--- src/rtl/neuron_sequencer.sv ---
// neuron_sequencer
//   Per-core control FSM for one tick of the neuron_block datapath. On an
//   accepted start it walks neurons 0..NUM_NEURONS-1. Each neuron goes through
//   READ, LOAD, then NUM_AXONS INTEG cycles, then WRITE. A neuron that spikes
//   also stalls in SPIKE until its spike is handed off. DONE ends the tick.
//
// Ports
//   clk, rst                 clock; asynchronous active-low reset
//   start                    tick request, honoured only in IDLE
//   axon_spikes              per-axon spike flags, latched on accepted start
//   axon_types               per-axon weight type, T bits per axon
//   syn_rd_en/addr/data      synapse row read (data one cycle after en)
//   pot_rd_en/pot_wr_en      potential memory strobes, address pot_addr
//   neuron_instruction       weight select for neuron_block
//   next_neuron, integrator_reg_en, write_current_potential
//                            integrator controls
//   spike_in                 neuron_block spike flag, sampled in WRITE
//   spike_valid/neuron/ready spike output handshake
//   busy, done               tick status
//   state_dbg                current FSM state (debug observation)
//
// Spike handshake: spike_valid and spike_neuron are registered and held
// stable while spike_valid=1 and spike_ready=0. A transfer happens on the
// rising edge where both are 1, and spike_valid drops after that edge.
// spike_ready is ignored while spike_valid=0.

module neuron_sequencer #(
    parameter int NUM_AXONS   = 256,
    parameter int NUM_NEURONS = 256,
    parameter int NUM_WEIGHTS = 4
) (
    input  logic                                       clk,
    input  logic                                       rst,
    input  logic                                       start,
    input  logic [NUM_AXONS-1:0]                       axon_spikes,
    input  logic [NUM_AXONS*$clog2(NUM_WEIGHTS)-1:0]   axon_types,
    output logic                                       syn_rd_en,
    output logic [$clog2(NUM_NEURONS)-1:0]             syn_rd_addr,
    input  logic [NUM_AXONS-1:0]                       syn_rd_data,
    output logic                                       pot_rd_en,
    output logic                                       pot_wr_en,
    output logic [$clog2(NUM_NEURONS)-1:0]             pot_addr,
    output logic [$clog2(NUM_WEIGHTS)-1:0]             neuron_instruction,
    output logic                                       next_neuron,
    output logic                                       integrator_reg_en,
    output logic                                       write_current_potential,
    input  logic                                       spike_in,
    output logic                                       spike_valid,
    output logic [$clog2(NUM_NEURONS)-1:0]             spike_neuron,
    input  logic                                       spike_ready,
    output logic                                       busy,
    output logic                                       done,
    output logic [2:0]                                 state_dbg
);

    localparam int TW = $clog2(NUM_WEIGHTS);
    localparam int NW = $clog2(NUM_NEURONS);
    localparam int AW = (NUM_AXONS > 1) ? $clog2(NUM_AXONS) : 1;

    localparam logic [AW-1:0] LAST_AXON   = AW'(NUM_AXONS - 1);
    localparam logic [NW-1:0] LAST_NEURON = NW'(NUM_NEURONS - 1);

    typedef enum logic [2:0] {
        S_IDLE  = 3'd0,
        S_READ  = 3'd1,
        S_LOAD  = 3'd2,
        S_INTEG = 3'd3,
        S_WRITE = 3'd4,
        S_SPIKE = 3'd5,
        S_DONE  = 3'd6
    } state_t;

    state_t                state, state_next;
    logic [NW-1:0]         n;
    logic [AW-1:0]         a;
    logic [NUM_AXONS-1:0]  spk_lat;
    logic [NUM_AXONS-1:0]  row;
    logic                  last_neuron;
    logic                  last_axon;

    assign last_neuron = (n == LAST_NEURON);
    assign last_axon   = (a == LAST_AXON);
    assign state_dbg   = state;

    // State register
    always_ff @(posedge clk or negedge rst) begin
        if (!rst) begin
            state <= S_IDLE;
        end else begin
            state <= state_next;
        end
    end

    // Next state and combinational outputs
    always_comb begin
        state_next              = state;
        syn_rd_en               = 1'b0;
        syn_rd_addr             = '0;
        pot_rd_en               = 1'b0;
        pot_wr_en               = 1'b0;
        pot_addr                = '0;
        neuron_instruction      = '0;
        next_neuron             = 1'b0;
        integrator_reg_en       = 1'b0;
        write_current_potential = 1'b0;
        done                    = 1'b0;

        case (state)
            S_IDLE: begin
                if (start) state_next = S_READ;
            end
            S_READ: begin
                syn_rd_en   = 1'b1;
                pot_rd_en   = 1'b1;
                syn_rd_addr = n;
                pot_addr    = n;
                state_next  = S_LOAD;
            end
            S_LOAD: begin
                // Weight forced to zero so the integrator just captures the
                // stored potential arriving from memory this cycle.
                next_neuron             = 1'b1;
                integrator_reg_en       = 1'b1;
                write_current_potential = 1'b1;
                state_next              = S_INTEG;
            end
            S_INTEG: begin
                integrator_reg_en  = spk_lat[a] & row[a];
                neuron_instruction = axon_types[int'(a)*TW +: TW];
                if (last_axon) state_next = S_WRITE;
            end
            S_WRITE: begin
                pot_wr_en = 1'b1;
                pot_addr  = n;
                if (spike_in)         state_next = S_SPIKE;
                else if (last_neuron) state_next = S_DONE;
                else                  state_next = S_READ;
            end
            S_SPIKE: begin
                if (spike_ready) state_next = last_neuron ? S_DONE : S_READ;
            end
            S_DONE: begin
                done       = 1'b1;
                state_next = S_IDLE;
            end
            default: state_next = S_IDLE;
        endcase
    end

    // Counters, latched operands and registered outputs
    always_ff @(posedge clk or negedge rst) begin
        if (!rst) begin
            n            <= '0;
            a            <= '0;
            spk_lat      <= '0;
            row          <= '0;
            busy         <= 1'b0;
            spike_valid  <= 1'b0;
            spike_neuron <= '0;
        end else begin
            case (state)
                S_IDLE: begin
                    if (start) begin
                        spk_lat <= axon_spikes;
                        n       <= '0;
                        busy    <= 1'b1;
                    end
                end
                S_LOAD: begin
                    row <= syn_rd_data;
                    a   <= '0;
                end
                S_INTEG: begin
                    a <= last_axon ? '0 : a + 1'b1;
                end
                S_WRITE: begin
                    if (spike_in) begin
                        spike_valid  <= 1'b1;
                        spike_neuron <= n;
                    end else if (!last_neuron) begin
                        n <= n + 1'b1;
                    end
                end
                S_SPIKE: begin
                    if (spike_ready) begin
                        spike_valid <= 1'b0;
                        if (!last_neuron) n <= n + 1'b1;
                    end
                end
                S_DONE: begin
                    busy <= 1'b0;
                end
                default: ;
            endcase
        end
    end

endmodule
--- config.mk ---
export PLATFORM = sky130hd
export DESIGN_NAME = neuron_sequencer
export DESIGN_NICKNAME = d
export VERILOG_FILES = /design/src/rtl/neuron_sequencer.sv
export SDC_FILE = /design/constraint.sdc
export NUM_CORES = 1
export LEC_CHECK = 0
export BUFFER_PORTS_ARGS = -buffer_cell sky130_fd_sc_hd__buf_2
export CORE_AREA = 5 5 411 413
export DETAILED_ROUTE_END_ITERATION = 16
export DIE_AREA = 0 0 416 418
export GPL_TIMING_DRIVEN = 1
export SLEW_MARGIN = 40
export SYNTH_ARGS = -nofsm -noshare
export SYNTH_HDL_FRONTEND = slang
export SYNTH_SLANG_ARGS = --single-unit
--- constraint.sdc ---
create_clock -name clk -period 3.5 [get_ports clk]
set_clock_uncertainty 0.05 [all_clocks]
set_input_delay 0.7 -clock clk [delete_from_list [all_inputs] [get_ports clk]]
set_output_delay 0.7 -clock clk [all_outputs]
set_load 0.1 [all_outputs]
### Word-level counts from Yosys, hierarchy flattened

Index checks and enable logic that the tools add are counted.

* register bits after elaboration: 541
* logic and storage cells: 68

* add/subtract/negate cells: 2
* magnitude comparators: 1
* equal/unequal tests: 13
* shifts and indexed selects: 1
* muxes and demuxes: 30
* bitwise gates (word level): 1
* reductions and logical operators: 12

Operators with widths (number)
* 512-bit by 10-bit variable part select with 2-bit output: 1
* 8-bit two-way mux: 7
* 8-bit one-hot mux with 3 select lines: 1
* 3-bit one-hot mux with 6 select lines: 1
* 8-bit by 1-bit adder with 8-bit output (second input constant): 2
* 1-bit binary-select mux with 8-bit select: 2
* 8-bit equality test (second input constant): 2
* 8-bit one-hot mux with 2 select lines: 1
* 3-bit two-way mux: 5
* 2-bit != test (second input constant): 5
* 3-bit equality test (second input constant): 3
* 8-bit by 9-bit < comparator with 1-bit output (second input constant): 1
* 1-bit two-way mux: 9
* 3-bit by 2-bit equality test with 1-bit output (second input constant): 2
* 1-bit one-hot mux with 2 select lines: 3
* 2-bit AND reduction: 3
* 3-bit AND reduction: 2
* 2-bit nonzero test: 3
* 4-bit AND reduction: 1
* 3-bit by 1-bit equality test with 1-bit output (second input constant): 1
* 3-bit logical NOT: 1
* 3-bit nonzero test: 1
* 2-bit two-way mux: 1
* 2-bit OR reduction: 1
* 1-bit bitwise AND: 1

### Longest topological paths before layout

Gate-level depths: netlist of the first run.

* word-level depth: 4
* gate-level depth with buffers: 14
* mapped depth without buffers: 8

### Worst setup path before layout of the first run

No wires, ideal clock.

* kind: reg-to-output
* from: register state[0] (netlist: state_dbg[0])
* to: output pot_addr[0]
* arrival: 5.840 ns
* data required time: 2.750 ns
* setup slack: -3.090 ns
* cell stages (with the launch flop): 6
* buffers on the path: 1
* path through: dfrtp_1 clkbuf_1 inv_1 nor3_1 nor2_1 nor2b_1

* word-level cells in the longest chain between the ends: 3
* elaborated cells between the ends (all ways): 4

Ends and longest elaborated chain
* start: declaration: line 73 `state_t state, state_next;`
* start signal: assignment: line 90 `state <= state_next;`
* 3-bit equality test / 3-bit by 1-bit equality test with 1-bit output (equally long branches): line 108 `case (state)`
* 2-bit OR reduction (no source line) *
* 8-bit two-way mux *: line 108
* end: declaration: line 42 `output logic [$clog2(NUM_NEURONS)-1:0] pot_addr,`

Mark *: on every way between the ends. The rest lies on a longest branch, timed or not.

### Worst setup path in the final report of the first run

* from: register a[0]
* to: output integrator_reg_en

* word-level cells in the longest chain between the ends: 4
* elaborated cells between the ends (all ways): 6

Ends and longest elaborated chain
* start: declaration: line 75 `logic [AW-1:0] a;`
* start signal: assignment: line 174 `a <= last_axon ? '0 : a + 1'b1;`
* 1-bit binary-select mux with 8-bit select: line 128 `integrator_reg_en = spk_lat[a] & row[a];`
* 1-bit two-way mux (not written as such): line 128
* 1-bit bitwise AND *: line 128
* 1-bit one-hot mux with 2 select lines *: line 108
* end: declaration: line 45 `output logic integrator_reg_en,`

Mark *: on every way between the ends. The rest lies on a longest branch, timed or not. The select of a mux whose other input is x is not followed.

==> impl_metrics.json, run 1 <==
{
  "power.switching_fraction": 0.4008,
  "gr-usage-all-layers": 0.1790,
  "crit_path_top_delay_cell": "sky130_fd_sc_hd__mux4_2",
  "yosys_reg_bits": 541,
  "syn_inst": 2488,
  "worst_min_path_class": "primary input to flop",
  "layout.nets": 4710,
  "synth_flop_cell": "sky130_fd_sc_hd__dfrtp_1",
  "reg2regPathDepth": 5,
  "unrepaired_setup_endpoints_after_global_routing": "yes",
  "internal_power_uw": 21920,
  "final_hold_viol_count": 0,
  "max_cap_violations": 0,
  "grt_max_degree": 130,
  "min_from": "syn_rd_data[34]",
  "via_count_of_the_first_global_routing_pass": 27090,
  "final_area_sq_um": 40870,
  "cp_data_arrival_time_ns": 3.84,
  "cts.reportedPaths.clkPinSlew_ns": 0.06,
  "worst_path_largest_cell_delay_ns": 0.54,
  "final_total_pwr_uw": 36590,
  "post_syn_nets": 3519,
  "run_status": "finished with violations",
  "ios": 1067,
  "post-route-period-util": 1.310,
  "row_count": 149,
  "clock-root-buffer": "sky130_fd_sc_hd__clkbuf_16",
  "synth_top_area_frac": 0.4802,
  "cts_buffer_depth": 3,
  "gp_congestion": 0.9946,
  "failed_checks": "setup timing",
  "net-switching-power_uw": 14660,
  "combinationalPowerShare": 0.479,
  "share_of_final_layout_standard_cells_stronger_than_drive_strength_1": 0.5244,
  "cts_made_buffers": 68,
  "worst_skew_pair.late_latency_ns": 0.67,
  "clock_sinks": 541,
  "fmaxAchievable_mhz": 218.0,
  "synthesis.area_sq_um": 28190,
  "path_cells": "buf_4, buf_8, buf_12, mux4_2, a21o_1, a222oi_1, nor2_1, a2111oi_4, o41ai_4, buf_6",
  "kind_of_start_point_of_the_critical_path": "flop",
  "avgSynthCellArea_sq_um": 11.33,
  "layout_commonest_cell": "sky130_fd_sc_hd__buf_2",
  "wl_um": 163200,
  "place.port_buffers": 1066,
  "endpoint_class_of_the_critical_path": "output pin",
  "grt_pass1_wl_um": 218500,
  "fp.dieH_um": 418,
  "ys_async_sr_fraction": 1.000,
  "tritoncts": "yes",
  "place.detailed.hpwl_um": 132700,
  "synth_cell_type_count": 61,
  "timing.hold.worst_path_depth": 3,
  "timing_max_transition_violations_final": 0,
  "antenna_violations_before_repair": 87,
  "yosys.area.top_type": "sky130_fd_sc_hd__dfrtp_1",
  "worstMarginPinSlew_ns": 0.8296,
  "htree_num_levels": 3,
  "r2r_setup_slack_ns": 0.94,
  "r2r-end": "spk_lat[39]",
  "setup_ws_ns": -1.086,
  "worst-path-max-fanout": 14,
  "die_footprint_sq_um": 173900,
  "power.share.clock": 0.209,
  "most-common-layout-cells": "sky130_fd_sc_hd__buf_2 (1056), sky130_fd_sc_hd__nand2_1 (873), sky130_fd_sc_hd__dfrtp_1 (531)",
  "yosysSeqAreaShare": 0.4802,
  "overflow_left_after_global_routing": 0,
  "detailedRoute.firstPassIterationCount": 5,
  "dpl-instance-area_sq_um": 37610,
  "coreArea_sq_um": 164400,
  "path_class": "flop to output pin",
  "first_iter_violations": 2279,
  "antenna_violating_nets_post_route": 0,
  "pwr-share-seq": 0.313,
  "wire_per_inst_um": 27.46,
  "fin_setup_tns_ns": -3.227,
  "finalSetupViolations": 3,
  "final_worst_path_period_need_ns": 4.586,
  "ys.warnings.count": 0,
  "synthTopCellsByArea": "sky130_fd_sc_hd__dfrtp_1 (48%), sky130_fd_sc_hd__mux4_2 (16%), sky130_fd_sc_hd__nand2_1 (12%), sky130_fd_sc_hd__mux2_2 (11%), sky130_fd_sc_hd__clkbuf_1 (1.3%)",
  "number_of_enable_type_register_cells_in_the_synthesized_netlist": 0,
  "vias": 26070,
  "timing.critical_path.required_ns": 2.75,
  "end_point_of_the_worst_hold_path": "row[34]",
  "avgViaCountPerCell": 4.385,
  "ir_drop_uv": 407.9,
  "power-per-cell-area_nw_per_um2": 895.1,
  "post-route-drc-count": 0,
  "area_growth_syn_to_layout_pct": 44.98,
  "initial_core_util": 0.1715,
  "rr_startpoint": "state_dbg[1]",
  "slew_headroom": 0.4470,
  "horizontal_extent_of_the_die_um": 416,
  "leakage_uw": 0.01883
}
[worst max-delay path: cells and delay by family (launching register included)]
family / cells / cell delay [ns]
flip-flops: 1 / 0.49
multiplexers: 1 / 0.54
AND/OR/NAND/NOR: 1 / 0.15
AO/OA/AOI/OAI: 4 / 1.25
buffers and inverters: 4 / 0.74
[what timing repair did]
item	in CTS	in global routing
endpoints found under the setup margin	3	3
setup buffers	11	6
cloned	3	6
pin swaps	13	12
hold endpoints to repair	27	0
hold buffers	1	0
gates resized for setup	70	28
[registers in the layout, summed over array words and instances, names as in the netlist]
name          count
row             256
spk_lat         256
a                 8
n                 8
spike_neuron      8
state_dbg         3
busy              1
spike_valid       1
[worst max-delay path by stage]
| stage | from | to | slack, ns |
|---|---|---|---|
| 6_report | a[0] | integrator_reg_en | -1.09 |
| 5_1_grt | a[0] | neuron_instruction[1] | -1.21 |
| 4_1_cts | a[0] | neuron_instruction[1] | -1.26 |
| 3_5_place_dp | a[0] | neuron_instruction[0] | -1.19 |
| 3_3_place_gp | a[0] | neuron_instruction[1] | -1.30 |
| 2_1_floorplan | a[0] | integrator_reg_en | -0.20 |
[power groups by stage]
stage / combinational [uW] / clock, uW / sequential [uW]
floorplan: 10300 / 0 / 10800
global placement: 16400 / 0 / 11400
detailed placement: 16600 / 0 / 11500
CTS: 17400 / 7850 / 11400
global route: 18900 / 8070 / 11700
finish: 17500 / 7630 / 11400
[cells in the mapped netlist, types with 10 or more instances]
library cell / instances
sky130_fd_sc_hd__clkbuf_1: 101
sky130_fd_sc_hd__nor2b_1: 14
sky130_fd_sc_hd__buf_2: 31
sky130_fd_sc_hd__mux2i_1: 24
sky130_fd_sc_hd__a31oi_1: 18
sky130_fd_sc_hd__nor2_1: 47
sky130_fd_sc_hd__o22ai_1: 10
sky130_fd_sc_hd__nand4_1: 11
sky130_fd_sc_hd__mux2_2: 266
sky130_fd_sc_hd__mux4_2: 200
sky130_fd_sc_hd__dfrtp_1: 541
sky130_fd_sc_hd__nor3_1: 12
sky130_fd_sc_hd__nand3_1: 71
sky130_fd_sc_hd__a221oi_1: 12
sky130_fd_sc_hd__nand2_1: 874
sky130_fd_sc_hd__and2_1: 10
sky130_fd_sc_hd__o211ai_1: 31
sky130_fd_sc_hd__a21oi_1: 18
sky130_fd_sc_hd__buf_4: 18
sky130_fd_sc_hd__mux4_1: 11
sky130_fd_sc_hd__buf_6: 14
sky130_fd_sc_hd__o21ai_0: 51
[final cells by class]
cell class | instances | area, sq um
Fill cell | 17730 | 123600
Multi-Input combinational cell | 1760 | 14100
Sequential cell | 541 | 13560
Timing Repair Buffer | 1300 | 7959
Tap cell | 2189 | 2739
Clock buffer | 97 | 1981
Clock inverter | 24 | 427.9
Antenna cell | 26 | 65.06
Inverter | 8 | 40.04
[cells by family after synthesis]
group | count (synthesis) | synth area share
buffers and inverters | 187 | 0.03648
adder cells (fa/ha/maj) | 2 | 0.0008875
multiplexers | 501 | 0.2848
flip-flops | 541 | 0.4802
XOR/XNOR | 7 | 0.002175
AND/OR/NAND/NOR | 1061 | 0.1506
AO/OA/AOI/OAI | 189 | 0.04487
[stage by stage]
stage	util	hold WS (ns)	worst slack [ns]	cells
2_1_floorplan	-	0.3544	-0.1979	2488
3_5_place_dp	0.2287	0.4092	-1.194	5778
4_1_cts	0.2466	0.07845	-1.260	5912
3_3_place_gp	0.2287	0.4035	-1.302	5778
5_1_grt	0.2485	0.1330	-1.211	5939
6_report	0.2486	0.1663	-1.086	5945
[metal layers]
layer	wire (um)	track usage	vias up
li1	-	-	11240
met1	65000	0.2234	13430
met2	81820	0.3094	1124
met3	11920	0.04334	238
met4	4256	0.04803	36
met5	243	0	-
No activity file was read; power rests on OpenSTA's default activity.
==> run 2, diff against run 1 <==
--- a/config.mk
+++ b/config.mk
@@ -10,6 +10,7 @@
 export DETAILED_ROUTE_END_ITERATION = 16
 export DIE_AREA = 0 0 416 418
 export GPL_TIMING_DRIVEN = 1
+export MAX_ROUTING_LAYER = met4
 export SLEW_MARGIN = 40
 export SYNTH_ARGS = -nofsm -noshare
 export SYNTH_HDL_FRONTEND = slang
==> run 2 against run 1 <==
The flow still finishes with violations (setup timing); power is 1.7% lower; via count is 0.35% higher; clock-buffer cell count is 8 lower; hold slack worse by 0.0018 ns; design area is 0.37% lower; core utilization is 0.093 points lower; register-to-register slack worse by 0.02 ns; flip-flop and latch count stayed put; clock power is 7.6% lower; critical endpoint unchanged.
==> impl_metrics.json, run 2 (same netlist as run 1, synthesis figures left out) <==
{
  "run_status": "finished with violations",
  "failed_checks": "setup timing",
  "die_footprint_sq_um": 173900,
  "min_from": "syn_rd_data[34]",
  "fp.dieH_um": 418,
  "slew_headroom": 0.4312,
  "gr-max-usage-layer": "met2",
  "finalSetupViolations": 3,
  "post-route-drc-count": 0,
  "reg2regPathDepth": 6,
  "detailedRoute.firstPassIterationCount": 5,
  "worstMarginPinSlew_ns": 0.8532,
  "post-route-period-util": 1.298,
  "gr-usage-all-layers": 0.1809,
  "cts_buffer_depth": 3,
  "endpoint_class_of_the_critical_path": "output pin",
  "leakage_uw": 0.01877,
  "end_point_of_the_worst_hold_path": "row[34]",
  "grt_max_degree": 138,
  "clock-root-buffer": "sky130_fd_sc_hd__clkbuf_16",
  "power-per-cell-area_nw_per_um2": 882.9,
  "setup_ws_ns": -1.043,
  "worst-path-max-fanout": 6,
  "wire_per_inst_um": 26.91,
  "final_area_sq_um": 40720,
  "grt_pass1_wl_um": 215700,
  "antenna_violating_nets_post_route": 0,
  "area_growth_syn_to_layout_pct": 44.44,
  "max_cap_violations": 0,
  "ir_drop_uv": 385.5,
  "kind_of_start_point_of_the_critical_path": "flop",
  "tritoncts": "yes",
  "worst_min_path_class": "primary input to flop",
  "antenna_violations_before_repair": 89,
  "vias": 26160,
  "final_total_pwr_uw": 35950,
  "place.port_buffers": 1066,
  "path_class": "flop to output pin",
  "dpl-instance-area_sq_um": 37690,
  "initial_core_util": 0.1715,
  "final_hold_viol_count": 0,
  "cts.reportedPaths.clkPinSlew_ns": 0.06,
  "worst_skew_pair.late_latency_ns": 0.66,
  "fmaxAchievable_mhz": 220.1,
  "gp_congestion": 1.020,
  "largestRegisters": "row: 256 flops, spk_lat: 256 flops",
  "share_of_final_layout_standard_cells_stronger_than_drive_strength_1": 0.5233,
  "htree_num_levels": 2,
  "final_worst_path_period_need_ns": 4.543,
  "overflow_left_after_global_routing": 0,
  "unrepaired_setup_endpoints_after_global_routing": "yes",
  "cts_made_buffers": 61,
  "use_met2": 0.3060,
  "r2r-end": "row[27]",
  "wl_um": 160600,
  "row_count": 149,
  "most-common-layout-cells": "sky130_fd_sc_hd__buf_2 (1056), sky130_fd_sc_hd__nand2_1 (873), sky130_fd_sc_hd__dfrtp_1 (531)",
  "timing.hold.worst_path_depth": 3,
  "layout.nets": 4712,
  "met1_grt_util": 0.2231,
  "rr_startpoint": "state_dbg[0]",
  "first_iter_violations": 2472,
  "horizontal_extent_of_the_die_um": 416,
  "groute.layer.met3.usage": 0.03629,
  "ios": 1067,
  "r2r_setup_slack_ns": 0.92,
  "layout_commonest_cell": "sky130_fd_sc_hd__buf_2",
  "timing.critical_path.required_ns": 2.75,
  "timing_max_transition_violations_final": 0,
  "avgViaCountPerCell": 4.383,
  "place.detailed.hpwl_um": 132000,
  "cp_data_arrival_time_ns": 3.79,
  "via_count_of_the_first_global_routing_pass": 26740,
  "clock_sinks": 541,
  "coreArea_sq_um": 164400
}
-- run 2: worst max-delay path by stage --
| stage | start | to | slack (ns) | cells after the start |
|---|---|---|---|---|
| 2_1_floorplan | a[0] | integrator_reg_en | -0.20 | 11 |
| 3_3_place_gp | a[0] | neuron_instruction[1] | -1.33 | 10 |
| 3_5_place_dp | a[0] | integrator_reg_en | -1.01 | 11 |
| 4_1_cts | a[0] | neuron_instruction[1] | -1.29 | 11 |
| 5_1_grt | a[0] | neuron_instruction[1] | -1.18 | 11 |
| 6_report | a[0] | integrator_reg_en | -1.04 | 11 |
-- run 2: what timing repair did --
action,CTS,global route
hold buffers,1,0
endpoints found under the hold margin,35,0
pin swaps,6,8
endpoints found under the setup margin,3,3
cloned,5,2
resized for setup,56,28
buffers inserted,10,17
-- run 2: where the power goes --
part	internal, uW	switching (uW)	leakage (uW)	total [uW]
clock	4220	2830	0.00108	7050
combinational	8090	9430	0.0111	17500
sequential	9360	2020	0.00654	11400
-- run 2: metrics by stage --
stage | hold slack (ns) | std cells | setup TNS [ns] | worst slack [ns] | utilization
global route | 0.1164 | 5962 | -3.435 | -1.180 | 0.2475
finish | 0.1645 | 5969 | -3.035 | -1.043 | 0.2476
detailed placement | 0.4075 | 5778 | -2.663 | -1.013 | 0.2292
CTS | 0.08175 | 5907 | -3.832 | -1.287 | 0.2457
floorplan | 0.3544 | 2488 | -0.1979 | -0.1979 | -
global placement | 0.4044 | 5778 | -3.114 | -1.333 | 0.2292
-- run 2: worst max-delay path: stages, from the launching register on --
cell and delay [ns]:
sky130_fd_sc_hd__dfrtp_4 0.47, sky130_fd_sc_hd__buf_12 0.18, sky130_fd_sc_hd__mux4_2 0.56, sky130_fd_sc_hd__a221oi_4 0.42, sky130_fd_sc_hd__nor4_4 0.08, sky130_fd_sc_hd__a2111oi_4 0.40
sky130_fd_sc_hd__buf_4 0.17, sky130_fd_sc_hd__a21boi_1 0.16, sky130_fd_sc_hd__buf_4 0.17, sky130_fd_sc_hd__o41ai_4 0.10, sky130_fd_sc_hd__o41ai_4 0.10, sky130_fd_sc_hd__buf_6 0.29
-- run 2: cell type report --
type,count,area (sq um)
Fill cell,17620,123700
Multi-Input combinational cell,1760,14040
Sequential cell,541,13560
Timing Repair Buffer,1309,8019
Tap cell,2189,2739
Clock buffer,89,1793
Clock inverter,25,406.6
Antenna cell,48,120.1
Inverter,8,40.04
-- run 2: routing by layer --
layer  vias to the layer above  part of all wire
met5                         -                 0
met4                         0             0.023
met3                       203             0.066
met2                      1115              0.50
met1                     13560              0.41
li1                      11290                 -
